[config.mk]
export PLATFORM = sky130hd
export DESIGN_NAME = sms32_13_inv_seq_flat
export DESIGN_NICKNAME = d
export VERILOG_FILES = /design/src/rtl/sms32_13_inv_seq_if.sv /design/src/rtl/sms32_13_inv_seq.sv /design/src/flat_wrapper.sv
export SDC_FILE = /design/constraint.sdc
export NUM_CORES = 1
export LEC_CHECK = 0
export CAP_MARGIN = 20
export CORE_UTILIZATION = 45
export CTS_BUF_LIST = sky130_fd_sc_hd__clkbuf_16
export DETAILED_ROUTE_END_ITERATION = 8
export GPL_ROUTABILITY_DRIVEN = 0
export PLACE_DENSITY = 0.66
export SLEW_MARGIN = 10
export SYNTH_ARGS = -nofsm -noshare
export SYNTH_HDL_FRONTEND = slang
export SYNTH_SLANG_ARGS = --single-unit
[constraint.sdc]
create_clock -name clk -period 3 [get_ports clk]
set_input_delay 0.6 -clock clk [delete_from_list [all_inputs] [get_ports clk]]
set_output_delay 0.6 -clock clk [all_outputs]
set_load 0.02 [all_outputs]
[src/rtl/sms32_13_inv_seq_if.sv]
// Valid/ready handshake bundle for the GF(2^6) inverse S-box engine.
// master drives requests and accepts results; slave is the engine itself.
interface sms32_13_inv_seq_if #(
    parameter int unsigned W = 6
) ();
    logic         in_valid;
    logic         in_ready;
    logic [W-1:0] in_data;
    logic         out_valid;
    logic         out_ready;
    logic [W-1:0] out_data;

    modport master (
        output in_valid,
        output in_data,
        output out_ready,
        input  in_ready,
        input  out_valid,
        input  out_data
    );

    modport slave (
        input  in_valid,
        input  in_data,
        input  out_ready,
        output in_ready,
        output out_valid,
        output out_data
    );
endinterface

[src/rtl/sms32_13_inv_seq.sv]
// Inverse of the power-13 S-box: y = x^EXP in GF(2^W), one exponent bit per clock
// using left-to-right square-and-multiply.
module sms32_13_inv_seq #(
    parameter int unsigned  W     = 6,
    parameter logic [W-1:0] POLY  = 6'h03,
    parameter int unsigned  EXP   = 34,
    parameter int unsigned  EXP_W = 6
) (
    input  logic               clk,
    input  logic               rst_n,
    sms32_13_inv_seq_if.slave  io,
    output logic               busy
);

    localparam int unsigned      IDX_W    = (EXP_W > 1) ? $clog2(EXP_W) : 1;
    localparam logic [EXP_W-1:0] EXP_BITS = EXP_W'(EXP);
    localparam logic [IDX_W-1:0] IDX_LAST = IDX_W'(EXP_W - 1);
    localparam logic [W-1:0]     ONE      = W'(1);

    typedef enum logic [1:0] {IDLE, RUN, DONE} state_t;

    state_t           state_q, state_d;
    logic [W-1:0]     acc_q, acc_d;
    logic [W-1:0]     base_q, base_d;
    logic [IDX_W-1:0] idx_q, idx_d;
    logic [W-1:0]     out_data_q, out_data_d;
    logic [W-1:0]     step;

    // Carry-less product, then fold the high terms back using x^W = POLY.
    function automatic logic [W-1:0] gf_mul(input logic [W-1:0] a, input logic [W-1:0] b);
        logic [2*W-2:0] p;
        p = '0;
        for (int unsigned i = 0; i < W; i++) begin
            if (b[i]) p[i +: W] = p[i +: W] ^ a;
        end
        for (int unsigned i = 2*W-2; i >= W; i--) begin
            if (p[i]) begin
                p[i]         = 1'b0;
                p[i-W +: W]  = p[i-W +: W] ^ POLY;
            end
        end
        return p[W-1:0];
    endfunction

    always_ff @(posedge clk or negedge rst_n) begin
        if (!rst_n) begin
            state_q    <= IDLE;
            acc_q      <= '0;
            base_q     <= '0;
            idx_q      <= '0;
            out_data_q <= '0;
        end else begin
            state_q    <= state_d;
            acc_q      <= acc_d;
            base_q     <= base_d;
            idx_q      <= idx_d;
            out_data_q <= out_data_d;
        end
    end

    always_comb begin
        state_d    = state_q;
        acc_d      = acc_q;
        base_d     = base_q;
        idx_d      = idx_q;
        out_data_d = out_data_q;
        step       = gf_mul(gf_mul(acc_q, acc_q), EXP_BITS[idx_q] ? base_q : ONE);
        case (state_q)
            IDLE: begin
                if (io.in_valid) begin
                    base_d  = io.in_data;
                    acc_d   = ONE;
                    idx_d   = IDX_LAST;
                    state_d = RUN;
                end
            end
            RUN: begin
                acc_d = step;
                if (idx_q == '0) begin
                    out_data_d = step;
                    state_d    = DONE;
                end else begin
                    idx_d = idx_q - 1'b1;
                end
            end
            DONE: begin
                if (io.out_ready) state_d = IDLE;
            end
            default: state_d = IDLE;
        endcase
    end

    always_comb begin
        io.in_ready  = (state_q == IDLE);
        io.out_valid = (state_q == DONE);
        io.out_data  = out_data_q;
        busy         = (state_q != IDLE);
    end

endmodule

[src/flat_wrapper.sv]
// flat-port wrapper written by rule: the top's interface ports become plain ports
module sms32_13_inv_seq_flat 
#(
    parameter int unsigned  W     = 6,
    parameter logic [W-1:0] POLY  = 6'h03,
    parameter int unsigned  EXP   = 34,
    parameter int unsigned  EXP_W = 6
)
  (clk, rst_n, busy, io_in_valid, io_in_data, io_out_ready, io_in_ready, io_out_valid, io_out_data);
  sms32_13_inv_seq_if #(.W(W)) io_i ();
  input  logic clk;
  input  logic rst_n;
  output logic busy;
  input wire logic [$bits(io_i.in_valid)-1:0] io_in_valid;
  input wire logic [$bits(io_i.in_data)-1:0] io_in_data;
  input wire logic [$bits(io_i.out_ready)-1:0] io_out_ready;
  output wire logic [$bits(io_i.in_ready)-1:0] io_in_ready;
  output wire logic [$bits(io_i.out_valid)-1:0] io_out_valid;
  output wire logic [$bits(io_i.out_data)-1:0] io_out_data;
  assign io_i.in_valid = io_in_valid;
  assign io_i.in_data = io_in_data;
  assign io_i.out_ready = io_out_ready;
  assign io_in_ready = io_i.in_ready;
  assign io_out_valid = io_i.out_valid;
  assign io_out_data = io_i.out_data;
  sms32_13_inv_seq #(.W(W), .POLY(POLY), .EXP(EXP), .EXP_W(EXP_W)) u_core (.clk(clk), .rst_n(rst_n), .io(io_i), .busy(busy));
endmodule
==> impl_results.md <==
- Outcome: finished clean
- Min-Delay Path Class: register to register
- Top post-synthesis cells by area: dfrtp_1, mux2_2, nand2_1
- Sequential-to-total area share from yosys stat: 0.3077
- Storage cell area: 575.6 sq um
- Post-Synthesis Net Count: 220
- Remaining DRCs: 0
- Hold Path Origin: u_core.io.out_data[1]
- Clk slew on worst S/H paths: 0.06 ns
- Most common cell on crit path: xnor2_1
- Synth warn: 0
- First-pass GRT wire length: 6.603 mm
- Core Rows: 23
- CP startpoint kind: register
- R2R Setup Slk: 0.37 ns
- Critical Path Fanout Max: 14
- Unrepaired setup endpoints after global routing: false
- Chip height: 66.47 microns
- Post-synth top flop: dfrtp_1
- Total I/O pin count: 19
- Via count: 1506
- Slowest cell on crit path: dfrtp_1
- Reg2reg path depth: 7
- CTS tree: done
- Share of cells above drive strength 1: 0.1389
- Vias in the first global route: 1400
- Clock Latency Late Sink: 0.26 ns
- Slew @ Worst Pin: 0.5761 ns
- Num CTS Buffers: 3
- Yosys top cell by area: dfrtp_1
- Final setup viols: 0
- Cts hold-fix bufs: 0
- Antenna violations before repair: 0
- Commonest cells post-synth: nand2_1, dfrtp_1, mux2_2, o21ai_0
- Final hold vios: 0
- Max-slew violation count: 0
- Met1 GRT Util: 0.2717
- EDFF count, synth: 0
- Width of the die: 66.47 microns
- Clock Tree Buf Depth: 2
- Final Cycle Share: 0.8759
- Max-cap violations: 0
- Avg Inst Size Synth: 9.036 sq um
- IO Port Bufs: 18
- WHS Path Cells: 2
- Yosys top cell area share: 0.3077
- Setup_tns: 0 ns
- Fillers: 360
- Largest net degree at the start of global routing: 24
- Clock root buffer: clkbuf_16
- DR WL/cell: 15.11 microns
- Grt peak-use layer: met2
- Global route overflow: 0
- Fmax achieved: 0.3806 GHz
- Top-count cell post-synth: nand2_1
- Starting DRT DRC Count: 57
- Post-CTS Setup Repair Bufs: 0
- Area grow syn2layout: 14.51%
- Asr flop ratio synth: 1.000
- Synth cell types: 47
- Fin Clk Skew: 0.002155 ns
- Arr. time, crit path: 2.79 ns
- Rel. slew slack: 0.6150
- Detail Route Antenna Nets: 0
- Critical Path, Cell by Cell: mux2_2, a221oi_1, xnor2_1, xor2_1, xnor2_1, mux2_1, o31ai_1
- CTS H-tree lvls: 1
- Full die area: 4418 sq um
- Nets@finish: 230
- Grt met3 use: 0.02740
- FF-to-FF Start: u_core.acc_q[4]
- Met2 Usage GRT: 0.3176
- Via/cell ratio: 5.662
- Final WL: 4.020 mm
- Multi-input combinational cell area: 1192 sq um
- Reg-to-reg critical path endpoint: u_core.acc_q[2]
- Dpl hpwl: 2.769 mm
- Synth Cell Area: 1871 sq um
- Clk sinks: 23
- Crit Path Class: register to register
- # diodes: 0
- Core area: 4000 sq um
- Drt pass-1 iters: 4
- Initial Utilization: 0.4676
- Critical Path End Type: register
- Crit path largest cell delay: 0.63 ns
- Clock period minus worst slack: 2.628 ns
- Crit path required time: 3.16 ns
- Total Routing Usage GR: 0.1999
- Post_cts resized: 0
- Hold EP: u_core.io.out_data[1]
- Cells after Synth: 207
- FF+latch count, synth: 23
-- per-layer routing --
metal,vias up,part of all wire
met5,-,0
met4,0,0.025
met3,11,0.029
met2,33,0.47
met1,707,0.48
li1,755,-
-- registers in the layout (all words and copies together), names as in the netlist --
signal and flops:
u_core.io.out_data 6, u_core.idx_q 3, u_core.state_q 2, u_core.acc_q 6
u_core.base_q 6
-- critical path: cells and delay by family, from the launching register on --
kind                      cells  cell delay [ns]
muxes                         2             0.75
DFF                           1             0.63
AOI/OAI and AO/OA             2             0.52
xor gates and xnor gates      3             0.62
-- stage by stage --
stage               setup slack, ns  instances  utilization  area (sq um)  hold slack (ns)
finish                       0.3723        266       0.5355          2142           0.4890
global route                 0.2831        266       0.5355          2142           0.5348
CTS                          0.3641        266       0.5355          2142           0.4931
detailed placement           0.4545        262       0.5149          2059           0.4699
global placement             0.5249        262       0.5149          2059           0.4674
floorplan                    0.7889        207            -          1871           0.3044
-- area by class of cell --
cell class	count	share of cell area
clock inverter	1	0.003505
inverter	5	0.008762
tap	50	0.02921
sequential	23	0.2687
timing repair buffer	22	0.09813
clock buffer	3	0.03505
multi-input combinational	162	0.5567
-- how the worst max path moves through the flow --
| stage | startpoint | to | slack (ns) | depth (start not counted) |
|---|---|---|---|---|
| after global placement | u_core.acc_q[4] | u_core.io.out_data[2] | 0.52 | 7 |
| after floorplan | u_core.acc_q[5] | u_core.acc_q[2] | 0.79 | 8 |
| after global routing | u_core.acc_q[4] | u_core.io.out_data[2] | 0.28 | 7 |
| final | u_core.acc_q[4] | u_core.acc_q[2] | 0.37 | 7 |
| after detailed placement | u_core.acc_q[4] | u_core.acc_q[2] | 0.45 | 7 |
| after CTS | u_core.acc_q[4] | u_core.acc_q[2] | 0.36 | 7 |
-- kinds of logic (layout without fill, tap and decap cells) --
logic type / Yosys count / count (layout) / share of synthesized area
flip-flops: 23 / 23 / 0.3077
multiplexers: 21 / 21 / 0.1291
buffers and inverters: 22 / 31 / 0.05485
adder cells (fa/ha/maj): 3 / 3 / 0.02007
AO/OA/AOI/OAI: 47 / 47 / 0.1799
XOR/XNOR: 23 / 23 / 0.1224
AND/OR/NAND/NOR: 68 / 68 / 0.1860
-- cells in the final DEF (no fill, tap or decap), types with 3 or more instances in the layout --
cell type / count
nand2_1: 27
dfrtp_1: 23
clkdlybuf4s50_1: 18
mux2_2: 15
o21ai_0: 15
nor2_1: 11
xnor2_1: 11
xor2_1: 10
nand2b_1: 8
nand3_1: 7
a22oi_1: 6
inv_1: 5
o21ai_1: 5
buf_4: 4
nor2b_1: 3
nor4bb_1: 3
o31ai_1: 3
ha_1: 3
clkbuf_16: 3
Power is left out: the tool's default activity adds up to more than one toggle a clock period on the data nets, which glitch-free logic cannot reach.
